### src/rtl/segway_pkg.sv
// Shared widths, default gains and helpers for the pitch PID balance controller.
package segway_pkg;

    localparam int PTCH_W    = 16;
    localparam int ERR_W     = 10;
    localparam int INTEG_W   = 18;
    localparam int DDIFF_W   = 7;
    localparam int DIFF_W    = 11;
    localparam int SPD_W     = 12;
    localparam int LDC_W     = 12;
    localparam int P_W       = 15;
    localparam int I_W       = 12;
    localparam int D_W       = 13;
    localparam int PID_W     = 16;
    localparam int I_SHIFT   = 6;
    localparam int STEER_SHIFT = 3;
    localparam int P_COEFF_W = 5;
    localparam int D_COEFF_W = 6;

    localparam logic signed [P_COEFF_W-1:0] P_COEFF_DEF     = 5'sd12;
    localparam logic signed [D_COEFF_W-1:0] D_COEFF_DEF     = 6'sd20;
    localparam logic signed [SPD_W-1:0]     FAST_THRESH_DEF = 12'sd1536;

    // Two's-complement add overflow: operands agree in sign, result does not.
    function automatic logic add_ovf(input logic a_msb, input logic b_msb, input logic s_msb);
        return (a_msb == b_msb) && (s_msb != a_msb);
    endfunction

endpackage

### src/rtl/ptch_pid_cntrl_if.sv
// Sample-in / speed-command-out bundle between the inertial front end, the PID and the motor drive.
interface ptch_pid_cntrl_if;
    import segway_pkg::*;

    logic                     vld;
    logic signed [PTCH_W-1:0] ptch;
    logic                     pwr_up;
    logic                     rider_off;
    logic                     en_steer;
    logic signed [LDC_W-1:0]  ld_cell_diff;
    logic signed [SPD_W-1:0]  lft_spd;
    logic signed [SPD_W-1:0]  rgt_spd;
    logic                     too_fast;
    logic                     out_vld;

    modport master (
        output vld, ptch, pwr_up, rider_off, en_steer, ld_cell_diff,
        input  lft_spd, rgt_spd, too_fast, out_vld
    );

    modport slave (
        input  vld, ptch, pwr_up, rider_off, en_steer, ld_cell_diff,
        output lft_spd, rgt_spd, too_fast, out_vld
    );

endinterface

### src/rtl/signed_sat.sv
// Signed saturator: clamps a two's-complement value from IN_W bits down to OUT_W bits.
module signed_sat #(
    parameter int IN_W  = 16,
    parameter int OUT_W = 10
) (
    input  logic signed [IN_W-1:0]  i_din,
    output logic signed [OUT_W-1:0] o_dout
);
    localparam logic signed [OUT_W-1:0] OUT_MAX = {1'b0, {(OUT_W-1){1'b1}}};
    localparam logic signed [OUT_W-1:0] OUT_MIN = {1'b1, {(OUT_W-1){1'b0}}};

    logic [IN_W-OUT_W:0] w_top;
    logic                w_pos_ovf;
    logic                w_neg_ovf;

    // In range only when every bit from the output sign bit upward is identical.
    assign w_top     = i_din[IN_W-1:OUT_W-1];
    assign w_pos_ovf = ~i_din[IN_W-1] & (|w_top);
    assign w_neg_ovf =  i_din[IN_W-1] & ~(&w_top);

    always_comb begin
        o_dout = i_din[OUT_W-1:0];
        if (w_pos_ovf) begin
            o_dout = OUT_MAX;
        end else if (w_neg_ovf) begin
            o_dout = OUT_MIN;
        end
    end

endmodule

### src/rtl/ptch_pid_cntrl.sv
// Three-stage pitch PID with load-cell steering; produces saturated left/right speed commands.
module ptch_pid_cntrl
    import segway_pkg::*;
#(
    parameter logic signed [P_COEFF_W-1:0] P_COEFF     = P_COEFF_DEF,
    parameter logic signed [D_COEFF_W-1:0] D_COEFF     = D_COEFF_DEF,
    parameter logic signed [SPD_W-1:0]     FAST_THRESH = FAST_THRESH_DEF
) (
    input  logic             clk,
    input  logic             rst_n,
    ptch_pid_cntrl_if.slave  pid_if
);

    // Stage 1: error saturation, history, integrator
    logic signed [ERR_W-1:0]   w_err;
    logic signed [INTEG_W-1:0] w_integ_sum;
    logic                      w_integ_ovf;
    logic signed [ERR_W-1:0]   r_prev1;
    logic signed [ERR_W-1:0]   r_prev2;
    logic signed [ERR_W-1:0]   r_s1_err;
    logic signed [ERR_W-1:0]   r_s1_prv2;
    logic signed [INTEG_W-1:0] r_integ;
    logic                      r_v1;

    signed_sat #(.IN_W(PTCH_W), .OUT_W(ERR_W)) u_sat_err (
        .i_din  (pid_if.ptch),
        .o_dout (w_err)
    );

    assign w_integ_sum = r_integ + INTEG_W'(w_err);
    assign w_integ_ovf = add_ovf(r_integ[INTEG_W-1], w_err[ERR_W-1], w_integ_sum[INTEG_W-1]);

    always_ff @(posedge clk) begin
        if (!rst_n) begin
            r_prev1   <= '0;
            r_prev2   <= '0;
            r_s1_err  <= '0;
            r_s1_prv2 <= '0;
            r_integ   <= '0;
            r_v1      <= 1'b0;
        end else begin
            r_v1 <= pid_if.vld;
            if (pid_if.vld) begin
                // D looks two samples back, so capture prev2 before the shift.
                r_s1_err  <= w_err;
                r_s1_prv2 <= r_prev2;
                r_prev1   <= w_err;
                r_prev2   <= r_prev1;
            end
            if (pid_if.rider_off) begin
                r_integ <= '0;
            end else if (pid_if.vld && !w_integ_ovf) begin
                r_integ <= w_integ_sum;
            end
        end
    end

    // Stage 2: P, I, D terms and their sum
    logic signed [P_W-1:0]     w_p;
    logic signed [I_W-1:0]     w_i;
    logic signed [DIFF_W-1:0]  w_ddiff;
    logic signed [DDIFF_W-1:0] w_ddiff_sat;
    logic signed [D_W-1:0]     w_d;
    logic signed [PID_W-1:0]   w_pid;
    logic signed [PID_W-1:0]   r_pid;
    logic                      r_v2;

    assign w_p = P_W'(r_s1_err) * P_W'(P_COEFF);
    // Taking the top I_W bits equals integ >>> I_SHIFT truncated to I_W.
    assign w_i = r_integ[INTEG_W-1:I_SHIFT];
    assign w_ddiff = DIFF_W'(r_s1_err) - DIFF_W'(r_s1_prv2);

    signed_sat #(.IN_W(DIFF_W), .OUT_W(DDIFF_W)) u_sat_ddiff (
        .i_din  (w_ddiff),
        .o_dout (w_ddiff_sat)
    );

    assign w_d   = D_W'(w_ddiff_sat) * D_W'(D_COEFF);
    assign w_pid = PID_W'(w_p) + PID_W'(w_i) + PID_W'(w_d);

    always_ff @(posedge clk) begin
        if (!rst_n) begin
            r_pid <= '0;
            r_v2  <= 1'b0;
        end else begin
            r_v2 <= r_v1;
            if (r_v1) begin
                r_pid <= w_pid;
            end
        end
    end

    // Stage 3: steering, output saturation, power gating
    logic signed [LDC_W-1:0]  w_steer_sh;
    logic signed [PID_W-1:0]  w_steer;
    logic signed [PID_W:0]    w_lft_raw;
    logic signed [PID_W:0]    w_rgt_raw;
    logic signed [SPD_W-1:0]  w_lft_sat;
    logic signed [SPD_W-1:0]  w_rgt_sat;
    logic signed [SPD_W-1:0]  r_lft;
    logic signed [SPD_W-1:0]  r_rgt;
    logic                     r_v3;

    assign w_steer_sh = pid_if.ld_cell_diff >>> STEER_SHIFT;
    assign w_steer    = pid_if.en_steer ? PID_W'(w_steer_sh) : '0;
    assign w_lft_raw  = (PID_W+1)'(r_pid) - (PID_W+1)'(w_steer);
    assign w_rgt_raw  = (PID_W+1)'(r_pid) + (PID_W+1)'(w_steer);

    signed_sat #(.IN_W(PID_W+1), .OUT_W(SPD_W)) u_sat_lft (
        .i_din  (w_lft_raw),
        .o_dout (w_lft_sat)
    );

    signed_sat #(.IN_W(PID_W+1), .OUT_W(SPD_W)) u_sat_rgt (
        .i_din  (w_rgt_raw),
        .o_dout (w_rgt_sat)
    );

    always_ff @(posedge clk) begin
        if (!rst_n) begin
            r_lft <= '0;
            r_rgt <= '0;
            r_v3  <= 1'b0;
        end else begin
            r_v3 <= r_v2;
            if (r_v2) begin
                r_lft <= pid_if.pwr_up ? w_lft_sat : '0;
                r_rgt <= pid_if.pwr_up ? w_rgt_sat : '0;
            end
        end
    end

    assign pid_if.lft_spd  = r_lft;
    assign pid_if.rgt_spd  = r_rgt;
    assign pid_if.out_vld  = r_v3;
    assign pid_if.too_fast = (r_lft > FAST_THRESH) || (r_rgt > FAST_THRESH);

endmodule

### src/flat_wrapper.sv
// flat-port wrapper written by rule: the top's interface ports become plain ports
module ptch_pid_cntrl_flat import segway_pkg::*;
#(
    parameter logic signed [P_COEFF_W-1:0] P_COEFF     = P_COEFF_DEF,
    parameter logic signed [D_COEFF_W-1:0] D_COEFF     = D_COEFF_DEF,
    parameter logic signed [SPD_W-1:0]     FAST_THRESH = FAST_THRESH_DEF
)
  (clk, rst_n, pid_if_vld, pid_if_ptch, pid_if_pwr_up, pid_if_rider_off, pid_if_en_steer, pid_if_ld_cell_diff, pid_if_lft_spd, pid_if_rgt_spd, pid_if_too_fast, pid_if_out_vld);
  ptch_pid_cntrl_if pid_if_i ();
  input  logic clk;
  input  logic rst_n;
  input wire logic [$bits(pid_if_i.vld)-1:0] pid_if_vld;
  input wire logic [$bits(pid_if_i.ptch)-1:0] pid_if_ptch;
  input wire logic [$bits(pid_if_i.pwr_up)-1:0] pid_if_pwr_up;
  input wire logic [$bits(pid_if_i.rider_off)-1:0] pid_if_rider_off;
  input wire logic [$bits(pid_if_i.en_steer)-1:0] pid_if_en_steer;
  input wire logic [$bits(pid_if_i.ld_cell_diff)-1:0] pid_if_ld_cell_diff;
  output wire logic [$bits(pid_if_i.lft_spd)-1:0] pid_if_lft_spd;
  output wire logic [$bits(pid_if_i.rgt_spd)-1:0] pid_if_rgt_spd;
  output wire logic [$bits(pid_if_i.too_fast)-1:0] pid_if_too_fast;
  output wire logic [$bits(pid_if_i.out_vld)-1:0] pid_if_out_vld;
  assign pid_if_i.vld = pid_if_vld;
  assign pid_if_i.ptch = pid_if_ptch;
  assign pid_if_i.pwr_up = pid_if_pwr_up;
  assign pid_if_i.rider_off = pid_if_rider_off;
  assign pid_if_i.en_steer = pid_if_en_steer;
  assign pid_if_i.ld_cell_diff = pid_if_ld_cell_diff;
  assign pid_if_lft_spd = pid_if_i.lft_spd;
  assign pid_if_rgt_spd = pid_if_i.rgt_spd;
  assign pid_if_too_fast = pid_if_i.too_fast;
  assign pid_if_out_vld = pid_if_i.out_vld;
  ptch_pid_cntrl #(.P_COEFF(P_COEFF), .D_COEFF(D_COEFF), .FAST_THRESH(FAST_THRESH)) u_core (.clk(clk), .rst_n(rst_n), .pid_if(pid_if_i));
endmodule
### config.mk
export PLATFORM = sky130hd
export DESIGN_NAME = ptch_pid_cntrl_flat
export DESIGN_NICKNAME = d
export VERILOG_FILES = /design/src/rtl/segway_pkg.sv /design/src/rtl/ptch_pid_cntrl_if.sv /design/src/rtl/signed_sat.sv /design/src/rtl/ptch_pid_cntrl.sv /design/src/flat_wrapper.sv
export SDC_FILE = /design/constraint.sdc
export NUM_CORES = 1
export LEC_CHECK = 0
export BUFFER_PORTS_ARGS = -buffer_cell sky130_fd_sc_hd__buf_4
export CORE_ASPECT_RATIO = 1.25
export CORE_MARGIN = 8
export CORE_UTILIZATION = 44
export DETAILED_ROUTE_END_ITERATION = 10
export PLACE_DENSITY = 0.69
export SETUP_SLACK_MARGIN = 0.2
export SYNTH_ARGS = -nofsm -noshare
export SYNTH_HDL_FRONTEND = slang
export SYNTH_HIERARCHICAL = 1
export SYNTH_SLANG_ARGS = --single-unit
### constraint.sdc
create_clock -name clk -period 10.4 [get_ports clk]
set_input_delay 2.08 -clock clk [delete_from_list [all_inputs] [get_ports clk]]
set_output_delay 2.08 -clock clk [all_outputs]
set_load 0.02 [all_outputs]
==> metrics.md, run 1 <==
| Metric | Value |
|---|---|
| Leakage Power | `between 0.004 and 0.005 uW` |
| Avg Inst Size Synth | `approximately 8.4 sq um` |
| Ratio of cells with drive above 1 in the final layout | `0.1043` |
| CTS H-Tree Depth | `3` |
| # hold bufs at CTS | `0` |
| Top cells by area, synth | `dfxtp_1, ha_1, nor2b_1` |
| Cell variety after synth | `70` |
| Clock-pin slew on the worst setup and hold paths | `approximately 0.07 ns` |
| Fmax | `145.0 MHz` |
| TritonCTS clock tree | `yes` |
| Asr flop ratio synth | `0` |
| Critical Path RT | `10.70 ns` |
| Slack of the critical path | `3.506 ns` |
| Maximum VDD drop | `between 0.0001 and 0.00015 V` |
| Die area | `0.02432 sq mm` |
| Total number of vias | `about 7000` |
| FP Rows | `57` |
| Top-count cell post-synth | `nor2b_1` |
| Crit share post-route | `0.6629` |
| Pre-Repair DR Iteration Count | `6` |
| Initial antenna violation count | `0` |
| WL final | `18.85 mm` |
| WP data arrival | `7.19 ns` |
| Area share of the largest cell type after synthesis | `0.2117` |
| Iteration-0 DRC count of the detailed router | `327` |
| Crit path launch | `u_core/r_s1_err[0]` |
| Gr ovfl total | `0` |
| Unrepaired setup endpoints after global routing | `false` |
| Global routing's busiest layer | `met2` |
| Worst slew pin tran | `approximately 1 ns` |
| DP Wirelength | `14.83 mm` |
| Die Ht | `172.4 um` |
| Post-synth top cells | `nor2b_1, ha_1, dfxtp_1, inv_1, a21oi_1` |
| Nature of the critical path startpoint | `flop` |
| Tmin final | `6.894 ns` |
| Synth Cell Area | `roughly 0.0086 sq mm` |
| Postcts setup bufs | `0` |
| Longest Clk Path Bufs | `2` |
| EDFF count, synth | `0` |
| Slew Limit Fails | `0` |
| Initial Util | `0.4453` |
| P_int | `1043 uW` |
| Seq/Total Area, Yosys | `0.2117` |
| Max capacitance violation total | `0` |
| Io pins | `60` |
| All-Layer GR Usage | `0.1584` |
| Switching Share | `0.4415` |
| Vias in the first global route | `6718` |
| Final hold vios | `0` |
| PortBufs | `56` |
| Hold Crit Start | `u_core/r_integ[2]` |
| Num CTS Buffers | `9` |
| Grt met1 use | `0.1719` |
| N_diodes | `0` |
| Worst setup path class | `reg -> reg` |
| Cell Pwr Density | `198.0 mW/mm^2` |
| Cts repair resizes | `0` |
| DRC Markers | `0` |
| Logic pwr share | `0.604` |
| Die Span X | `around 140 um` |
| Area leader, netlist | `dfxtp_1` |
| DR vias/cell | `5.279` |
| Largest net degree at the start of global routing | `76` |
| Flop pwr share | `0.217` |
| Pre-CTS setup slack | `roughly 3.4 ns` |
| Reg2reg start | `u_core/r_s1_err[0]` |
| Slew headroom | `0.3241` |
| Worst-path fanout max | `11` |
| Synthesized Nets | `1181` |
| YS warnings | `6` |
| Type of the most critical hold path | `reg -> reg` |
| Flops & latches, synth | `91` |
| Clock Skews | `0.007241 ns` |
| Power share of the clock group | `0.179` |
| Core Region | `0.01933 sq mm` |
| Global Route met2 Usage | `0.2900` |
| First-pass GRT wire length | `between 30 and 40 mm` |
| Root buffer cell | `clkbuf_16` |
| Number of setup violations in the final report | `0` |
| Sum Neg Setup Slack | `0 ns` |
| DRT antenna net count | `0` |
| Placer congestion estimate | `0.9013` |
| Clock sink count | `91` |
| Nets | `1205` |
| Setup crit end kind | `flop` |
| Layout area overhead | `9.625%` |
| Insertion delay to the later sink of the worst-skew pair | `0.36 ns` |
| M3 GR Usage | `0.02376` |
| Slowest Stage Delay on Critical Path | `about 0.79 ns` |
| CP max-delay cell | `a31oi_1` |
| DR WL/cell | `14.28 um` |
| NetSw | `824.9 uW` |
| Syn Inst Count | `1026` |
| Status | `finished, final reports clean` |
| Main flop type after synthesis | `dfxtp_1` |
-- cell families (layout without fill, tap and decap cells) --
| logic type | after synthesis | count (layout) | share of synthesized area |
|---|---|---|---|
| simple gates | 320 | 320 | 0.2098 |
| xor+xnor | 67 | 67 | 0.06819 |
| buf+inv | 130 | 159 | 0.06557 |
| compound gates | 253 | 253 | 0.2002 |
| flops | 91 | 91 | 0.2117 |
| mux | 44 | 44 | 0.05118 |
| fa+ha+maj | 121 | 121 | 0.1934 |
-- layout by cell type (no fill, tap or decap), drive strengths merged, types with 10 or more instances in the layout --
master and n:
nand2 62, o21ai 35, nor2b 108, buf 58, o21a 30, a21oi 86
nor3 19, a21o 18, xnor2 48, mux2i 44, o2bb2ai 10, dfxtp 91
a211oi 10, nand3 11, xor2 19, fa 20, nor4 17, ha 101
inv 88, nor2 46, nand2b 10
-- critical path, delay by kind of cell, from the launching register on --
kind | cells | cell delay [ns]
compound gates | 11 | 2.62
fa+ha+maj | 6 | 1.95
simple gates | 7 | 1.03
xor+xnor | 2 | 0.45
flops | 1 | 0.35
buf+inv | 3 | 0.30
mux | 1 | 0.09
-- through the flow --
stage / util / instance area (sq um) / hold WS [ns] / cells / total power [uW]
3_5_place_dp: 0.4723 / 9128 / 0.4536 / 1304 / 1538
3_3_place_gp: 0.4723 / 9128 / 0.4432 / 1304 / 1514
2_1_floorplan: - / 8606 / 0.4356 / 1026 / 1340
6_report: 0.4881 / 9434 / 0.4630 / 1320 / 1868
5_1_grt: 0.4881 / 9434 / 0.4863 / 1320 / 2042
4_1_cts: 0.4881 / 9434 / 0.4635 / 1320 / 1883
-- layer usage --
layer | wire length, um | part of all wire
met3 | 614 | 0.033
met4 | 692 | 0.037
met1 | 8134 | 0.43
met2 | 9412 | 0.50
met5 | 0 | 0
-- state kept, by name, indices dropped and copies added, names as in the netlist --
| name | flops |
|---|---|
| u_core/r_integ | 18 |
| u_core/pid_if.rgt_spd | 12 |
| u_core/r_v1 | 1 |
| u_core/pid_if.lft_spd | 12 |
| u_core/r_s1_prv2 | 10 |
| u_core/r_prev2 | 10 |
| u_core/pid_if.out_vld | 1 |
| u_core/r_v2 | 1 |
| u_core/r_s1_err | 10 |
| u_core/r_pid | 16 |
-- power by group through the flow --
stage,clock network [uW],registers [uW],logic (uW)
after floorplan,0,411,929
after global placement,0,413,1100
after detailed placement,0,413,1120
after CTS,346,405,1130
after global routing,357,410,1270
final,335,405,1130
-- final cells by class --
| cell class | count | area [sq um] |
|---|---|---|
| Clock buffer | 9 | 225.2 |
| Clock inverter | 7 | 81.33 |
| Fill cell | 1904 | 9893 |
| Inverter | 85 | 319.1 |
| Multi-Input combinational cell | 805 | 6220 |
| Sequential cell | 91 | 1822 |
| Tap cell | 265 | 331.6 |
| Timing Repair Buffer | 58 | 435.4 |
-- worst paths after layout --
kind	slack, ns	depth (start not counted)	endpoint
setup / recovery	3.51	30	u_core/r_pid[14]
hold / removal	0.46	2	u_core/r_integ[2]
setup reg to reg	3.51	30	u_core/r_pid[14]
hold reg to reg	0.46	2	u_core/r_integ[2]
Power figures use the tool's default switching activity.
==> run 2: changes to the inputs <==
==> constraint.sdc (replaced) <==
create_clock -name clk -period 6.7 [get_ports clk]
set_input_delay 1.34 -clock clk [delete_from_list [all_inputs] [get_ports clk]]
set_output_delay 1.34 -clock clk [all_outputs]
set_load 0.02 [all_outputs]
==> metrics.md, run 2 (synthesis results as in run 1) <==
| Metric | Value |
|---|---|
| Status | `finished, final reports clean` |
| Reg-to-reg setup timing slack | `0.54 ns` |
| Slew headroom | `0.4546` |
| Logic pwr share | `0.608` |
| Reg2reg path depth | `30` |
| Inst Count DP | `about 1300` |
| Io pins | `60` |
| Type of the most critical hold path | `reg -> reg` |
| CP max-delay cell | `fa_1` |
| Clock Skews | `0.009021 ns` |
| FP Rows | `between 50 and 60` |
| Ratio of cells with drive above 1 in the final layout | `0.1303` |
| DRT antenna net count | `0` |
| Num CTS Buffers | `9` |
| Flop pwr share | `0.210` |
| Overall power | `2982 uW` |
| NetSw | `1301 uW` |
| Non-Filler Instances | `1332` |
| Largest register FFs | `18` |
| Fillers | `1839` |
| Worst setup path class | `reg -> reg` |
| Leakage Power | `around 0.0043 uW` |
| WL final | `between 15 and 20 mm` |
| Global Route met2 Usage | `0.3033` |
| Fmax | `162.5 MHz` |
| Initial antenna violation count | `0` |
| Most frequent cells in the layout | `nor2b_1, ha_1, dfxtp_1, inv_1, a21oi_1` |
| Most frequent CP cell | `ha_1` |
| Slew Limit Fails | `0` |
| Most common cell after layout, fill and taps aside | `nor2b_1` |
| Clock-pin slew on the worst setup and hold paths | `~0.070 ns` |
| Maximum VDD drop | `0.0002116 V` |
| Worst slew pin tran | `0.8182 ns` |
| Final hold vios | `0` |
| Reg2reg start | `u_core/r_s1_err[0]` |
| Die Span X | `about 140 um` |
| Worst-path fanout max | `7` |
| Setup crit end kind | `flop` |
| Clock sink count | `91` |
| Worst reg2reg endpoint | `u_core/r_pid[14]` |
| N_diodes | `0` |
| Core Util, Final | `0.4976` |
| Largest registers | `u_core/r_integ x18, u_core/r_pid x16` |
| Total number of vias | `roughly 7100` |
| DP Wirelength | `15.43 mm` |
| Root buffer cell | `clkbuf_16` |
| Top reg by flops | `u_core/r_integ` |
| Postcts setup bufs | `0` |
| Longest Clk Path Bufs | `2` |
| DR vias/cell | `5.348` |
| Core Region | `0.01933 sq mm` |
| Crit share post-route | `0.9187` |
| CTS H-Tree Depth | `3` |
| WP data arrival | `6.45 ns` |
| Power share of the clock group | `0.182` |
| Max capacitance violation total | `0` |
| Placer congestion estimate | `0.8899` |
| Number of setup violations in the final report | `0` |
| Vias in the first global route | `6907` |
| Die area | `0.02432 sq mm` |
| Insertion delay to the later sink of the worst-skew pair | `roughly 0.36 ns` |
| # hold bufs at CTS | `0` |
| Iteration-0 DRC count of the detailed router | `around 360` |
| PortBufs | `56` |
| Layout area overhead | `11.76%` |
| Grt met1 use | `0.1810` |
| Global routing's busiest layer | `met2` |
| Tmin final | `between 6 and 7 ns` |
| Switching Share | `0.4361` |
| Hold Crit Start | `u_core/r_integ[4]` |
| P_int | `about 1700 uW` |
| Fin Hold WS | `~0.46 ns` |
| Largest net degree at the start of global routing | `between 70 and 80` |
| Nature of the critical path startpoint | `flop` |
| Hold Path Stages | `2` |
| M3 GR Usage | `0.02099` |
| Die Ht | `172.4 um` |
| DRC Markers | `0` |
| Gr ovfl total | `0` |
| Initial Util | `0.4453` |
| Nets | `1217` |
| Sum Neg Setup Slack | `0 ns` |
| TritonCTS clock tree | `yes` |
| Pre-Repair DR Iteration Count | `6` |
| Cell Pwr Density | `310.1 mW/mm^2` |
| First-pass GRT wire length | `~32 mm` |
| Slowest Stage Delay on Critical Path | `0.49 ns` |
| Unrepaired setup endpoints after global routing | `false` |
| Endpoint, Worst Hold | `u_core/r_integ[4]` |
| Critical Path RT | `6.99 ns` |
| All-Layer GR Usage | `0.1631` |
| DR WL/cell | `approximately 15 um` |
==> run 2: changes by cell type in the layout (fill, tap and decap cells not counted), moves of 2 or more <==
cell	previous run	this run
a21oi_2	2	7
a221oi_2	0	4
a21oi_1	83	78
o21ai_0	32	29
o21ai_1	0	2
a221oi_1	9	5
buf_4	58	70
==> run 2: worst max-delay path by stage <==
stage / from / to / slack, ns
final: u_core/r_s1_err[0] / u_core/r_pid[14] / 0.54
after global routing: u_core/r_s1_prv2[1] / u_core/r_pid[15] / 0.17
after CTS: u_core/r_s1_err[0] / u_core/r_pid[14] / 0.21
after detailed placement: u_core/r_s1_err[0] / u_core/r_pid[14] / 0.16
after global placement: u_core/r_s1_err[0] / u_core/r_pid[14] / 0.30
after floorplan: u_core/r_s1_err[0] / u_core/r_pid[14] / 0.73
==> run 2: through the flow <==
step | area, sq um | setup WS, ns
floorplan | 8606 | 0.7271
global placement | 9218 | 0.2976
detailed placement | 9218 | 0.1567
CTS | 9554 | 0.2083
global route | 9618 | 0.1705
finish | 9618 | 0.5447
==> run 2: power groups by stage <==
| stage | Sequential [uW] | Clock [uW] | Combinational, uW |
|---|---|---|---|
| after floorplan | 638 | 0 | 1440 |
| after global placement | 637 | 0 | 1730 |
| after detailed placement | 639 | 0 | 1760 |
| after CTS | 627 | 562 | 1780 |
| after global routing | 633 | 580 | 2040 |
| final | 626 | 544 | 1810 |
==> run 2: timing repair <==
item                                    CTS  global route
pin swaps                                 0             5
endpoints found under the setup margin    2             5
gates resized for setup                   3            19
==> run 2: layout make-up <==
class,count,area (sq um),share of cell area
inverter,85,319.1,0.03317
multi-input combinational,805,6301,0.6551
clock buffer,9,225.2,0.02342
sequential,91,1823,0.1895
timing repair buffer,70,525.5,0.05464
clock inverter,7,92.59,0.009627
tap,265,331.6,0.03447
==> run 2: routing by layer <==
layer,wire [um],vias to the layer above
met5,0,-
met4,573,0
met3,503,26
met2,10120,116
met1,8471,3317
li1,-,3665
==> run 2: worst max-delay path, delay by kind of cell, from the launching register on <==
family,cells,cell delay (ns)
flops,1,0.36
buf+inv,4,0.43
simple gates,7,0.81
fa+ha+maj,6,2.14
compound gates,9,1.69
xor+xnor,3,0.57
mux,1,0.09
